===== src/rtl/alu_pkg.sv =====
// Shared opcode, instruction-field and sequencer-state definitions for the
// ALU and its issue/writeback sequencer.
package alu_pkg;

    localparam int DW    = 16;
    localparam int NREGS = 8;
    localparam int AW    = 3;

    localparam logic [3:0] OP_LDI = 4'b0000;
    localparam logic [3:0] OP_MUL = 4'b0001;
    localparam logic [3:0] OP_ROL = 4'b0010;
    localparam logic [3:0] OP_ROR = 4'b0011;
    localparam logic [3:0] OP_NOP = 4'b0111;
    localparam logic [3:0] OP_SLT = 4'b1000;
    localparam logic [3:0] OP_SGT = 4'b1001;
    localparam logic [3:0] OP_SHL = 4'b1010;
    localparam logic [3:0] OP_SHR = 4'b1011;
    localparam logic [3:0] OP_OR  = 4'b1100;
    localparam logic [3:0] OP_AND = 4'b1101;
    localparam logic [3:0] OP_SUB = 4'b1110;
    localparam logic [3:0] OP_ADD = 4'b1111;

    localparam int OP_LSB = 12;
    localparam int RD_LSB = 9;
    localparam int RS_LSB = 6;
    localparam int RT_LSB = 3;
    localparam int IMM_W  = 9;

    typedef enum logic [1:0] {
        ST_IDLE   = 2'd0,
        ST_DECODE = 2'd1,
        ST_EXEC   = 2'd2,
        ST_WB     = 2'd3
    } state_t;

    function automatic logic is_alu_op(input logic [3:0] op);
        case (op)
            OP_ADD, OP_SUB, OP_AND, OP_OR, OP_MUL, OP_SHL,
            OP_SHR, OP_SLT, OP_SGT, OP_ROL, OP_ROR: return 1'b1;
            default:                                 return 1'b0;
        endcase
    endfunction

    // 0100, 0101 and 0110 are the only encodings left undefined.
    function automatic logic is_illegal_op(input logic [3:0] op);
        return (op == 4'b0100) || (op == 4'b0101) || (op == 4'b0110);
    endfunction

endpackage


===== src/rtl/regfile_8x16.sv =====
// 8x16 register file: one synchronous write port, two combinational operand
// reads and a combinational debug read; synchronous clear on reset.
module regfile_8x16
    import alu_pkg::*;
(
    input  logic          clk,
    input  logic          rst,
    input  logic          we,
    input  logic [AW-1:0] waddr,
    input  logic [DW-1:0] wdata,
    input  logic [AW-1:0] raddr_a,
    output logic [DW-1:0] rdata_a,
    input  logic [AW-1:0] raddr_b,
    output logic [DW-1:0] rdata_b,
    input  logic [AW-1:0] dbg_addr,
    output logic [DW-1:0] dbg_data
);

    logic [DW-1:0] mem [NREGS];

    genvar gi;
    generate
        for (gi = 0; gi < NREGS; gi++) begin : g_reg
            logic [DW-1:0] q_reg;

            always_ff @(posedge clk) begin
                if (rst) begin
                    q_reg <= '0;
                end else if (we && (waddr == AW'(gi))) begin
                    q_reg <= wdata;
                end
            end

            assign mem[gi] = q_reg;
        end
    endgenerate

    assign rdata_a  = mem[raddr_a];
    assign rdata_b  = mem[raddr_b];
    assign dbg_data = mem[dbg_addr];

endmodule


===== src/rtl/alu_issue_seq.sv =====
// Four-state issue/writeback sequencer: accepts an instruction, reads operands,
// drives the external ALU, then writes the result back and updates zero_flag.
module alu_issue_seq
    import alu_pkg::*;
#(
    parameter int NREGS = 8,
    parameter int DW    = 16
) (
    input  logic          clk,
    input  logic          rst,
    input  logic          instr_valid,
    output logic          instr_ready,
    input  logic [15:0]   instr,
    output logic [DW-1:0] alu_a,
    output logic [DW-1:0] alu_b,
    output logic [3:0]    alu_s,
    input  logic [DW-1:0] alu_result,
    output logic          done,
    output logic          illegal,
    output logic          zero_flag,
    input  logic [2:0]    dbg_addr,
    output logic [DW-1:0] dbg_data
);

    state_t        state_reg;
    logic [15:0]   instr_reg;
    logic [DW-1:0] res_reg;
    logic [DW-1:0] alu_a_reg;
    logic [DW-1:0] alu_b_reg;
    logic [3:0]    alu_s_reg;
    logic          done_reg;
    logic          illegal_reg;
    logic          zero_reg;

    logic [3:0]    op;
    logic [2:0]    rd;
    logic [2:0]    rs;
    logic [2:0]    rt;
    logic [DW-1:0] imm;
    logic [DW-1:0] rd_a;
    logic [DW-1:0] rd_b;
    logic          writes_rd;
    logic          rf_we;

    assign op  = instr_reg[OP_LSB +: 4];
    assign rd  = instr_reg[RD_LSB +: 3];
    assign rs  = instr_reg[RS_LSB +: 3];
    assign rt  = instr_reg[RT_LSB +: 3];
    assign imm = {{(DW-IMM_W){1'b0}}, instr_reg[IMM_W-1:0]};

    assign writes_rd = is_alu_op(op) || (op == OP_LDI);
    assign rf_we     = (state_reg == ST_WB) && writes_rd;

    regfile_8x16 u_rf (
        .clk      (clk),
        .rst      (rst),
        .we       (rf_we),
        .waddr    (rd),
        .wdata    (res_reg),
        .raddr_a  (rs),
        .rdata_a  (rd_a),
        .raddr_b  (rt),
        .rdata_b  (rd_b),
        .dbg_addr (dbg_addr),
        .dbg_data (dbg_data)
    );

    // Ready is gated by rst so an instruction offered during reset is never taken.
    assign instr_ready = (state_reg == ST_IDLE) && !rst;

    always_ff @(posedge clk) begin
        if (rst) begin
            state_reg   <= ST_IDLE;
            instr_reg   <= '0;
            res_reg     <= '0;
            alu_a_reg   <= '0;
            alu_b_reg   <= '0;
            alu_s_reg   <= '0;
            done_reg    <= 1'b0;
            illegal_reg <= 1'b0;
            zero_reg    <= 1'b0;
        end else begin
            done_reg    <= 1'b0;
            illegal_reg <= 1'b0;
            case (state_reg)
                ST_IDLE: begin
                    if (instr_valid) begin
                        instr_reg <= instr;
                        state_reg <= ST_DECODE;
                    end
                end
                ST_DECODE: begin
                    // Operands are captured here, so rd may alias rs or rt.
                    if (is_alu_op(op)) begin
                        alu_a_reg <= rd_a;
                        alu_b_reg <= rd_b;
                        alu_s_reg <= op;
                    end else if (op == OP_LDI) begin
                        alu_s_reg <= OP_LDI;
                    end
                    state_reg <= ST_EXEC;
                end
                ST_EXEC: begin
                    res_reg     <= is_alu_op(op) ? alu_result : imm;
                    done_reg    <= 1'b1;
                    illegal_reg <= is_illegal_op(op);
                    state_reg   <= ST_WB;
                end
                ST_WB: begin
                    if (writes_rd) begin
                        zero_reg <= (res_reg == '0);
                    end
                    state_reg <= ST_IDLE;
                end
                default: state_reg <= ST_IDLE;
            endcase
        end
    end

    assign alu_a     = alu_a_reg;
    assign alu_b     = alu_b_reg;
    assign alu_s     = alu_s_reg;
    assign done      = done_reg;
    assign illegal   = illegal_reg;
    assign zero_flag = zero_reg;

endmodule


===== config.mk =====
export PLATFORM = sky130hd
export DESIGN_NAME = alu_issue_seq
export DESIGN_NICKNAME = d
export VERILOG_FILES = /design/src/rtl/alu_pkg.sv /design/src/rtl/regfile_8x16.sv /design/src/rtl/alu_issue_seq.sv
export SDC_FILE = /design/constraint.sdc
export NUM_CORES = 1
export LEC_CHECK = 0
export ABC_AREA = 1
export CAP_MARGIN = 10
export CORE_ASPECT_RATIO = 0.75
export CORE_MARGIN = 4
export CORE_UTILIZATION = 38
export CTS_BUF_LIST = sky130_fd_sc_hd__clkbuf_8
export DETAILED_ROUTE_END_ITERATION = 7
export PLACE_DENSITY_LB_ADDON = 0.05
export SLEW_MARGIN = 20
export SYNTH_ARGS = -nofsm -noshare
export SYNTH_HDL_FRONTEND = slang
export SYNTH_SLANG_ARGS = --single-unit

===== constraint.sdc =====
create_clock -name clk -period 1.7 [get_ports clk]
set_input_delay 0.255 -clock clk [delete_from_list [all_inputs] [get_ports clk]]
set_output_delay 0.255 -clock clk [all_outputs]
set_load 0.005 [all_outputs]

# --- Word-level counts from Yosys, hierarchy flattened ---
# Memories as Yosys holds them, arrays and structs flattened. A register that Yosys moved wholly into a read port is not among the register bits.
# Cells that the tools add are included.
classes:
  eq_ne: 14
  n_bitwise: 4
  mux: 25
  magnitude_cmp: 3
  reduce_logical: 24
op_table:
  columns: ["op", "n"]
  rows:
  - ["16-bit binary-select mux with 3-bit select", 3]
  - ["16-bit two-way mux", 7]
  - ["4-bit two-way mux", 8]
  - ["16-bit zero test", 1]
  - ["3-bit == test, second input constant", 4]
  - ["4-bit by 3-bit == test with 1-bit output, second input constant", 3]
  - ["4-bit greater-or-equal comparator, second input constant", 3]
  - ["3-bit NOT with 4-bit output", 3]
  - ["1-bit logical AND", 10]
  - ["2-bit case mux with 4 select lines", 1]
  - ["2-bit AND reduction", 4]
  - ["3-bit by 2-bit == test with 1-bit output, second input constant", 2]
  - ["1-bit two-way mux", 5]
  - ["2-bit == test, second input constant", 2]
  - ["4-bit zero test", 1]
  - ["3-bit by 1-bit == test with 1-bit output, second input constant", 1]
  - ["3-bit zero test", 1]
  - ["1-bit logical OR", 3]
  - ["2-bit by 1-bit == test with 1-bit output, second input constant", 1]
  - ["2-bit zero test", 1]
  - ["2-bit two-way mux", 1]
  - ["2-bit inequality test, second input constant", 1]
  - ["2-bit nonzero test", 1]
  - ["2-bit OR reduction", 1]
  - ["2 further kinds", 2]
word_totals:
  n_memories: 3
  register_bits: 201
  rom_bits: 48
  input_bits: 38
mem_list:
  columns: ["memory", "depth", "width", "read_ports", "rd_clocked_by_memory_dff", "wr", "line", "rtl"]
  rows:
  - ["(no name shown)", 16, 1, 1, 1, 0, "alu_pkg.sv:37", "case (op)"]
  - ["(no name shown)", 16, 1, 1, 1, 0, "alu_pkg.sv:37", null]
  - ["(no name shown)", 16, 1, 1, 1, 0, "alu_pkg.sv:37", null]

# --- Logic depth before layout (Yosys ltp) ---
# Gate-level depths: netlist (run 1).
logic_depth:
  word_depth: 5
  mapped_depth: 9
  ltp_nobuf: 9

# --- Cells and area by module ---
# Synthesis (run 1) repeated with hierarchy kept, for this count alone.
hier_totals:
  cells_unflattened: 1960
  area_unflattened_um2: 11436.0
modules_own_cells:
  columns: ["mod", "cells_each", "area_per_inst_um2", "seq_area_each_um2", "n_inst"]
  rows:
  - ["regfile_8x16", 1592, 8588.2, 2562.5, 1]
  - ["alu_issue_seq", 368, 2847.7, 1481.4, 1]

# --- Worst setup path after synthesis (run 1) ---
# No wires, ideal clock.
synth_path:
  kind: "flip-flop to flip-flop"
  startpoint: "reg state_reg[0]"
  endpoint: "reg res_reg[3]"
  setup_slack_ps: 325
  setup_ps: 95
  path_stages_with_launch: 7
  arrival_time_ps: 1280
  required_ps: 1605
  path_cell_list: "dfxtp_1 inv_1 ha_1 inv_1 buf_1 a21oi_1 a221oi_1"
synth_via:
  elab_chain_cells: 1
synth_rtl:
  columns: ["element", "line", "rtl"]
  rows:
  - ["start, declared", "alu_issue_seq.sv:25", "state_t state_reg;"]
  - ["start signal, assigned", "alu_issue_seq.sv:73", "state_reg <= ST_IDLE;"]
  - ["start signal, assigned", "alu_issue_seq.sv:89", "state_reg <= ST_DECODE;"]
  - ["start signal, assigned", "alu_issue_seq.sv:101", "state_reg <= ST_EXEC;"]
  - ["2-bit == test", "alu_issue_seq.sv:85", "case (state_reg)"]
  - ["end signal, assigned", "alu_issue_seq.sv:104", "res_reg <= is_alu_op(op) ? alu_result : imm;"]
  - ["end, declared", "alu_issue_seq.sv:27", "logic [DW-1:0] res_reg;"]
# Every way passes these cells.
# A chain may end at the register's enable or synchronous reset.

# --- Final worst setup path (run 1) ---
layout_path:
  startpoint: "reg u_rf.g_reg[1].q_reg[6]"
  endpoint: "out dbg_data[6]"
layout_via:
  elab_chain_cells: 3
layout_rtl:
  columns: ["element", "line", "rtl"]
  rows:
  - ["start, declared", "regfile_8x16.sv:24", "logic [DW-1:0] q_reg;"]
  - ["start signal, assigned", "regfile_8x16.sv:30", "q_reg <= wdata;"]
  - ["16-bit binary-select mux with 3-bit select", "regfile_8x16.sv:40", "assign dbg_data = mem[dbg_addr];"]
  - ["16-bit two-way mux (implied by the code) (2 in series)", "regfile_8x16.sv:40", null]
  - ["end, declared", "alu_issue_seq.sv:22", "output logic [DW-1:0] dbg_data"]
# Every way passes these cells. The select of a mux whose other input is x is not followed.

==> qor.yml, run 1 <==
worst_setup_path:
  crit_fanout: 2
  worst-endpoint-required_ps: 1440
  crit_path_cell_trace: "inv_1 > a21oi_1 > o21ai_0 > nand3_1 > o21a_1 > buf_6"
  critPathSlowestCell: "dfxtp_1"
  r2r-start: "state_reg[0]"
  crit_type: "reg2out"
  crit_start: "u_rf.g_reg[1].q_reg[6]"
  crit_path_end_kind: "output port"
  arrival_ps: 1530
  reg2reg_depth: 9
  cp-start-kind: "register"
  cp_slowest_stage_delay_ps: 310
place:
  dp.cells: 2374
  place_ws_ps: -694.0
  place.gp.congestion: 0.9025
  dp_hpwl_um: 30950
  portBuffers: 93
floorplan:
  die_w_um: 209.8
  rows: 55
  start_util_pct: 38.52
  ios: 94
  core_area_sq_um: 30140
  die_h_um: 159.4
  dieArea_sq_um: 33450
detailed_routing:
  post_drt_wl_per_cell_um: 18.56
  vias: 12547
  ant_nets: 0
  route.detailed.drc: 0
  viasPerCell: 5.113
  routed_wl_um: 45540
  drt_iter0_drc: 1271
  dr.pass1.iters: 6
synth:
  synth-main-ff-cell: "dfxtp_1"
  syn-cell-area_sq_um: 11610
  ys_top_cells_by_count: "nand2_1 (598), nor2_1 (287), nand3_1 (219), dfxtp_1 (202), inv_1 (158)"
  syn_area_per_cell_sq_um: 6.101
  yosysSeqAreaShare_pct: 34.83
  yosysUniqueCellTypes: 25
  synth-edff-count: 0
  yosys_warnings: 0
  synthCells: 1903
  synth_most_common_cell: "nand2_1"
  synth_top_cell_area_share_pct: 34.83
  synth_seq_cells: 202
  synth_area_leader_cell: "dfxtp_1"
  async_reset_ff_share_pct: 0
  synth_area_leaders: "dfxtp_1 (35%), nand2_1 (19%), nand3_1 (9.4%), nor2_1 (9.3%), a21oi_1 (5.6%)"
  synth_fp_nets: 1946
sta:
  rsz0062_at_grt: "true"
  timing.fmax_mhz: 561.2
  setup_viol_count_final: 12
  hold_viol: 0
  slew_headroom_pct: 77.31
  min_period_over_period_pct: 104.8
  fin_crit_ps: 1782
  fin_ws_ps: -82.04
  drv_slew: 0
  worst_slew_pin_slew_ps: 339.5
  fin_skew_ps: 14.31
  setup_tns_ps: -624.8
power:
  totalPowerFinal_mw: 18.39
  power_per_cell_area_nw_per_um2: 1263
  leakage_nw: 7.739
  irDropWorstVdd_mv: 0.5708
layout:
  diodes: 0
  nets: 2071
  utilization_pct: 48.31
  drive_gt1_share_pct: 18.00
  fill_cells: 3182
  register_area_sq_um: 4100
  multi_input_area_sq_um: 6232
  stdcell_count: 2454
  area_delta_synth_final_pct: 25.41
  largest_reg_flops: 128
outcome:
  status: "complete, but fails checks"
  failed_checks: "negative setup slack"
cts:
  clockBufferDepth: 3
  cts_hold_buf: 0
  numCtsBuffers: 38
  clkLatencyLatePin_ps: 560
  cts_sinks: 202
  htree_levels: 2
  path_clk_slew_ps: 60
  cts_tree: "done"
  root_buffer: "clkbuf_8"
hold_path:
  hold_depth: 3
  min-delay-start: "alu_result[12]"
  worst_hold_path_type: "in2reg"
global_route:
  grt_pass1_vias: 11502
  grt_max_degree: 46
  grt_pass1_wl_um: 69430
  track_usage_pct: 26.34
  overflow: 0
  antenna_found_initial: 0
run:
  cap_violations: 0
==> cell usage in the layout (no fill, tap or decap), drive strengths merged, types with 52 or more instances in the layout <==
cell type	synthesis	final
nand2	600	600
nor2	287	287
nand3	227	227
dfxtp	202	202
inv	160	172
buf	106	157
a21oi	129	129
o21ai	114	114
clkdlybuf4s50	0	60
clkbuf	41	52
==> layer usage <==
metal	global-route usage (%)	part of all wire, %
met5	0	0
met4	9.102	3.2
met3	4.648	7.2
met2	39.89	43
met1	37.80	47
==> power by group <==
| part | total [mW] | switching [mW] | internal (mW) |
|---|---|---|---|
| clock | 5.11 | 2.24 | 2.86 |
| combinational | 7.58 | 4.90 | 2.68 |
| sequential | 5.70 | 0.372 | 5.33 |
==> area by class of cell <==
class                           instances  area share, %
Clock inverter                         15         0.6101
Timing Repair Buffer                  232          15.75
Tap cell                              399          3.428
Inverter                              163          4.339
Clock buffer                           52          4.915
Multi-Input combinational cell       1391          42.80
Sequential cell                       202          28.16
==> worst max-delay path: cells and delay by family (launching register included) <==
family	cells	cell delay, ps
AOI/OAI and AO/OA	3	380
buffers and inverters	2	200
DFF	1	310
and+or+nand+nor	1	90
==> logic make-up (layout without fill, tap and decap cells) <==
group                    count (synthesis)  count (layout)  share of synthesized area [%]
flip-flops                             202             202                          34.83
AND/OR/NAND/NOR                       1118            1118                          39.68
buffers and inverters                  310             462                          12.79
AO/OA/AOI/OAI                          268             268                          12.17
adder cells (fa/ha/maj)                  5               5                         0.5388
==> stage by stage <==
step | hold WS [ps] | cell area [sq um]
2_1_floorplan | 339.1 | 11610
3_3_place_gp | 455.3 | 13490
3_5_place_dp | 456.2 | 13490
4_1_cts | 237.0 | 14330
5_1_grt | 272.1 | 14560
6_report | 274.8 | 14560
==> repair_timing <==
item / CTS / global route
pin swaps: 12 / 30
buffers inserted: 6 / 7
resized for setup: 183 / 102
endpoints found under the setup margin: 28 / 24
==> final timing paths <==
path              slack (ps)           to
setup / recovery         -80  dbg_data[6]
hold / removal           270  res_reg[12]
setup reg to reg         170     register
hold reg to reg          470     alu_s[2]
Note: power is estimated with default switching activity, not from simulation.
==> run 2, diff against run 1 <==
- CORE_MARGIN: 4 -> unset
==> run 2 against run 1 <==
Against the previous run: the run still ends with negative setup slack left; sequential share of layout area grew 0.24 points; combinational power is 2% lower; count of clock-buffer cells in the layout shrank 1; sequential power about the same; core utilization fell by 0.23 points; cell area fell by 0.70%; worst setup slack lost 30 ps; cell count about the same; via count down 1.3%; die area is 6.5% lower; non-clock buffer count down 3; largest cell class unchanged; largest power group unchanged.
==> qor.yml, run 2 (synthesis gave the netlist of run 1 again) <==
outcome:
  status: "complete, but fails checks"
  failed_checks: "negative setup slack"
power:
  irDropWorstVdd_mv: 0.8432
  cellInternalPower_mw: 10.79
  switchingPower_mw: 7.424
  swShare_pct: 40.77
  leakage_nw: 7.692
  p_comb_share_pct: 40.9
  power_frac_clock_pct: 27.7
  power_per_cell_area_nw_per_um2: 1259
  seqPwrFrac_pct: 31.4
layout:
  fill_cells: 3136
  design_area_sq_um: 14460
  area_delta_synth_final_pct: 24.54
  layout_common_cells: "nand2_1 (598), nor2_1 (287), nand3_1 (219), dfxtp_1 (152), inv_1 (110)"
  nets: 2069
  layout_commonest_cell: "nand2_1"
  largest_reg_flops: 128
  drive_gt1_share_pct: 17.87
  utilization_pct: 48.08
  stdcell_count: 2453
  diodes: 0
place:
  portBuffers: 93
  place_ws_ps: -683.4
  dp.cells: 2368
  dp_hpwl_um: 29820
  placed_area_sq_um: 13410
  place.gp.congestion: 0.8778
detailed_routing:
  vias: 12383
  routed_wl_um: 44720
  drt_iter0_drc: 1303
  post_drt_wl_per_cell_um: 18.23
  ant_nets: 0
  viasPerCell: 5.048
  route.detailed.drc: 0
  dr.pass1.iters: 6
worst_setup_path:
  reg2reg_depth: 8
  worst-endpoint-required_ps: 1440
  arrival_ps: 1560
  crit_path_end_kind: "output port"
  r2r-start: "state_reg[0]"
  crit_fanout: 4
  crit_type: "reg2out"
  cp_top_family: "compound AO/OA/AOI/OAI gates"
  reg2reg_to: "u_rf.g_reg[5].q_reg[7]"
  crit_path_cell_trace: "inv_4 > a21oi_2 > o21ai_1 > nand3_1 > o21a_1 > buf_2"
  path_buf_inv: 2
  reg2reg_setup_slack_ps: 170
  cp-start-kind: "register"
  cp_slowest_stage_delay_ps: 330
  critPathSlowestCell: "dfxtp_2"
global_route:
  grt_max_degree: 69
  grt_pass1_wl_um: 69210
  grt_pass1_vias: 11553
  overflow: 0
  antenna_found_initial: 0
  track_usage_pct: 28.82
hold_path:
  worst_hold_path_type: "in2reg"
  hold_depth: 3
  hold_path_end: "res_reg[14]"
  min-delay-start: "alu_result[14]"
floorplan:
  ios: 94
  dieArea_sq_um: 31270
  core_area_sq_um: 30070
  die_w_um: 203.8
  start_util_pct: 38.61
  rows: 55
  die_h_um: 153.4
run:
  cap_violations: 0
cts:
  clkLatencyLatePin_ps: 560
  cts_hold_buf: 0
  clockBufferDepth: 3
  numCtsBuffers: 39
  root_buffer: "clkbuf_8"
  cts_sinks: 202
  path_clk_slew_ps: 60
  cts_tree: "done"
  htree_levels: 2
sta:
  drv_slew: 0
  fin_ws_ps: -111.8
  min_period_over_period_pct: 106.6
  fin_skew_ps: 16.05
  hold_viol: 0
  rsz0062_at_grt: "true"
  fin_crit_ps: 1812
  setup_viol_count_final: 13
  slew_headroom_pct: 71.37
  worst_slew_pin_slew_ps: 428.9
  setup_tns_ps: -705.6
  timing.fmax_mhz: 551.9
[run 2: routing by layer]
layer	vias up	GRT usage (%)	routed length, um	share of wire, %
li1	6233	-	-	-
met1	5626	41.45	21190	47
met2	450	43.26	19120	43
met3	74	4.755	3153	7.1
met4	0	9.631	1257	2.8
met5	-	0	0	0
[run 2: worst min-delay path, cell delays in order]
cell	delay, ps
clkdlybuf4s50_1	400
nand3_1	80
a21oi_1	60
[run 2: worst max-delay path by stage]
stage,from,slack [ps],cells after the start,end
CTS,u_rf.g_reg[2].q_reg[5],-150,6,dbg_data[5]
floorplan,state_reg[0],320,6,res_reg[3]
global placement,dbg_addr[1],-620,8,dbg_data[5]
detailed placement,dbg_addr[1],-680,8,dbg_data[5]
finish,u_rf.g_reg[2].q_reg[5],-110,6,dbg_data[5]
global route,u_rf.g_reg[1].q_reg[5],-170,6,dbg_data[5]
[run 2: power groups by stage]
stage | registers (mW) | clock network [mW] | logic (mW)
2_1_floorplan | 5.64 | 0 | 4.33
3_3_place_gp | 5.79 | 0 | 7.27
3_5_place_dp | 5.79 | 0 | 7.31
4_1_cts | 5.71 | 5.16 | 7.32
5_1_grt | 5.80 | 5.37 | 8.17
6_report | 5.72 | 5.04 | 7.45
[run 2: layout make-up]
class	instances	area, sq um	area share [%]
Tap cell	399	499.2	3.452
Clock buffer	51	701.9	4.854
Clock inverter	18	101.3	0.7009
Multi-Input combinational cell	1391	6211	42.95
Inverter	163	616.8	4.266
Sequential cell	202	4106	28.40
Timing Repair Buffer	229	2223	15.38
[run 2: timing repair]
action	4_1_cts	5_1_grt
pin swaps	29	12
buffers inserted	10	6
resized for setup	211	66
endpoints found under the setup margin	24	30
[run 2: stage by stage]
stage	hold slack, ps	total power [mW]
after detailed placement	455.4	13.10
final	278.4	18.21
after global routing	283.6	19.34
after CTS	244.3	18.19
after floorplan	339.1	9.970
after global placement	451.5	13.06
==> run 3, diff against run 2 <==
- PLACE_DENSITY: unset -> 0.59
- PLACE_DENSITY_LB_ADDON: 0.05 -> unset
==> run 3 against run 2 <==
Against the previous run: the run still ends with negative setup slack left; non-clock buffer count down 17; sequential power up 0.7%; maximum frequency up 2.4%; cell area down 1.9%; worst setup slack better by 42 ps; register-to-register slack worse by 30 ps.
==> qor.yml, run 3 (synthesis gave the netlist of run 1 again) <==
detailed_routing:
  post_drt_wl_per_cell_um: 17.14
  vias: 12515
  route.detailed.drc: 0
  viasPerCell: 5.163
  dr.pass1.iters: 6
  drt_iter0_drc: 1351
  routed_wl_um: 41540
  ant_nets: 0
layout:
  area_delta_synth_final_pct: 22.17
  largest_reg_flops: 128
  nets: 2049
  utilization_pct: 47.17
  layout_commonest_cell: "nand2_1"
  drive_gt1_share_pct: 15.91
  layout_common_cells: "nand2_1 (598), nor2_1 (287), nand3_1 (219), dfxtp_1 (164), inv_1 (108)"
sta:
  fin_ws_ps: -69.64
  timing.fmax_mhz: 565.1
  setup_tns_ps: -458.8
  setup_viol_count_final: 12
  worst_slew_pin_slew_ps: 476.1
  whs_ps: 281.5
  drv_slew: 0
  rsz0062_at_grt: "true"
  fin_skew_ps: 24.81
  hold_viol: 0
  fin_crit_ps: 1770
  min_period_over_period_pct: 104.1
  slew_headroom_pct: 68.22
place:
  place.gp.congestion: 0.8699
  dp_hpwl_um: 27550
  portBuffers: 93
cts:
  clockBufferDepth: 3
  cts_hold_buf: 0
  cts_sinks: 202
  clkLatencyLatePin_ps: 570
  htree_levels: 2
  cts_tree: "done"
  path_clk_slew_ps: 60
  root_buffer: "clkbuf_8"
  numCtsBuffers: 36
global_route:
  grt_max_degree: 69
  track_usage_pct: 26.81
  grt_pass1_wl_um: 65410
  overflow: 0
  grt_pass1_vias: 11412
  antenna_found_initial: 1
floorplan:
  start_util_pct: 38.61
  die_h_um: 153.4
  die_w_um: 203.8
  ios: 94
  core_area_sq_um: 30070
  dieArea_sq_um: 31270
  rows: 55
outcome:
  failed_checks: "negative setup slack"
  status: "complete, but fails checks"
run:
  cap_violations: 0
power:
  totalPowerFinal_mw: 17.16
  power_per_cell_area_nw_per_um2: 1210
  leakage_nw: 7.589
  irDropWorstVdd_mv: 0.5087
worst_setup_path:
  crit_path_end_kind: "output port"
  cp-start-kind: "register"
  arrival_ps: 1510
  worst-endpoint-required_ps: 1440
  crit_type: "reg2out"
  crit_fanout: 2
hold_path:
  worst_hold_path_type: "in2reg"
[run 3: cell types whose count changed in the layout (fill, tap and decap cells not counted), moves of 5 or more]
cell            previous run  this run
clkbuf_8                  51        43
o21ai_1                   56        47
dfxtp_2                   50        38
clkinv_2                   6         1
dfxtp_1                  152       164
o21ai_0                   58        67
dlymetal6s2s_1             6        11
buf_4                    108        89
[run 3: worst max-delay path, stage by stage (launching register included)]
cell and delay [ps]:
dfxtp_2 320, inv_2 40, a21oi_2 120, o21ai_1 80, nand3_1 80, o21a_1 170
buf_2 130
[run 3: power by group]
group          switching (mW)  leakage [nW]  internal, mW
clock                    2.06         0.376          2.26
sequential              0.436          1.66          5.33
combinational            4.52          5.56          2.55
total                    7.02          7.59          10.1
[run 3: what timing repair did]
item / in CTS / in global routing
resized for setup: 196 / 56
setup endpoints to repair: 18 / 31
cloned: 0 / 0
pin swaps: 20 / 13
buffers inserted: 23 / 3
[run 3: area by class of cell]
| type | count | area, sq um |
|---|---|---|
| inverters | 163 | 616.8 |
| flip-flops and latches | 202 | 4091 |
| diodes | 1 | 2.502 |
| multi-input cells | 1391 | 6196 |
| clock inverters | 13 | 55.05 |
| repair buffers | 212 | 2132 |
| fillers | 3036 | 15890 |
| clock buffers | 43 | 591.8 |
| well taps | 399 | 499.2 |
[run 3: per-layer routing]
layer  share of wire [%]  global-route usage (%)
met1                  43                   36.19
met2                  45                   42.55
met5                   0                       0
met3                 8.2                   4.051
met4                 3.6                   10.85
[run 3: worst paths after layout]
kind                     startpoint  cells after the start  slack (ps)                     end
max          u_rf.g_reg[2].q_reg[4]                      6         -70             dbg_data[4]
min                  alu_result[14]                      3         280             res_reg[14]
max reg2reg            state_reg[0]                      8         140  u_rf.g_reg[3].q_reg[9]
min reg2reg                alu_s[0]                      2         460                alu_s[0]
[run 3: through the flow]
stage          instance area, sq um  worst slack (ps)  std cells
2_1_floorplan                 11610             324.8       1903
3_3_place_gp                  13230            -609.8       2341
3_5_place_dp                  13230            -669.3       2341
4_1_cts                       14060            -110.7       2420
5_1_grt                       14180            -147.8       2424
6_report                      14180            -69.64       2424
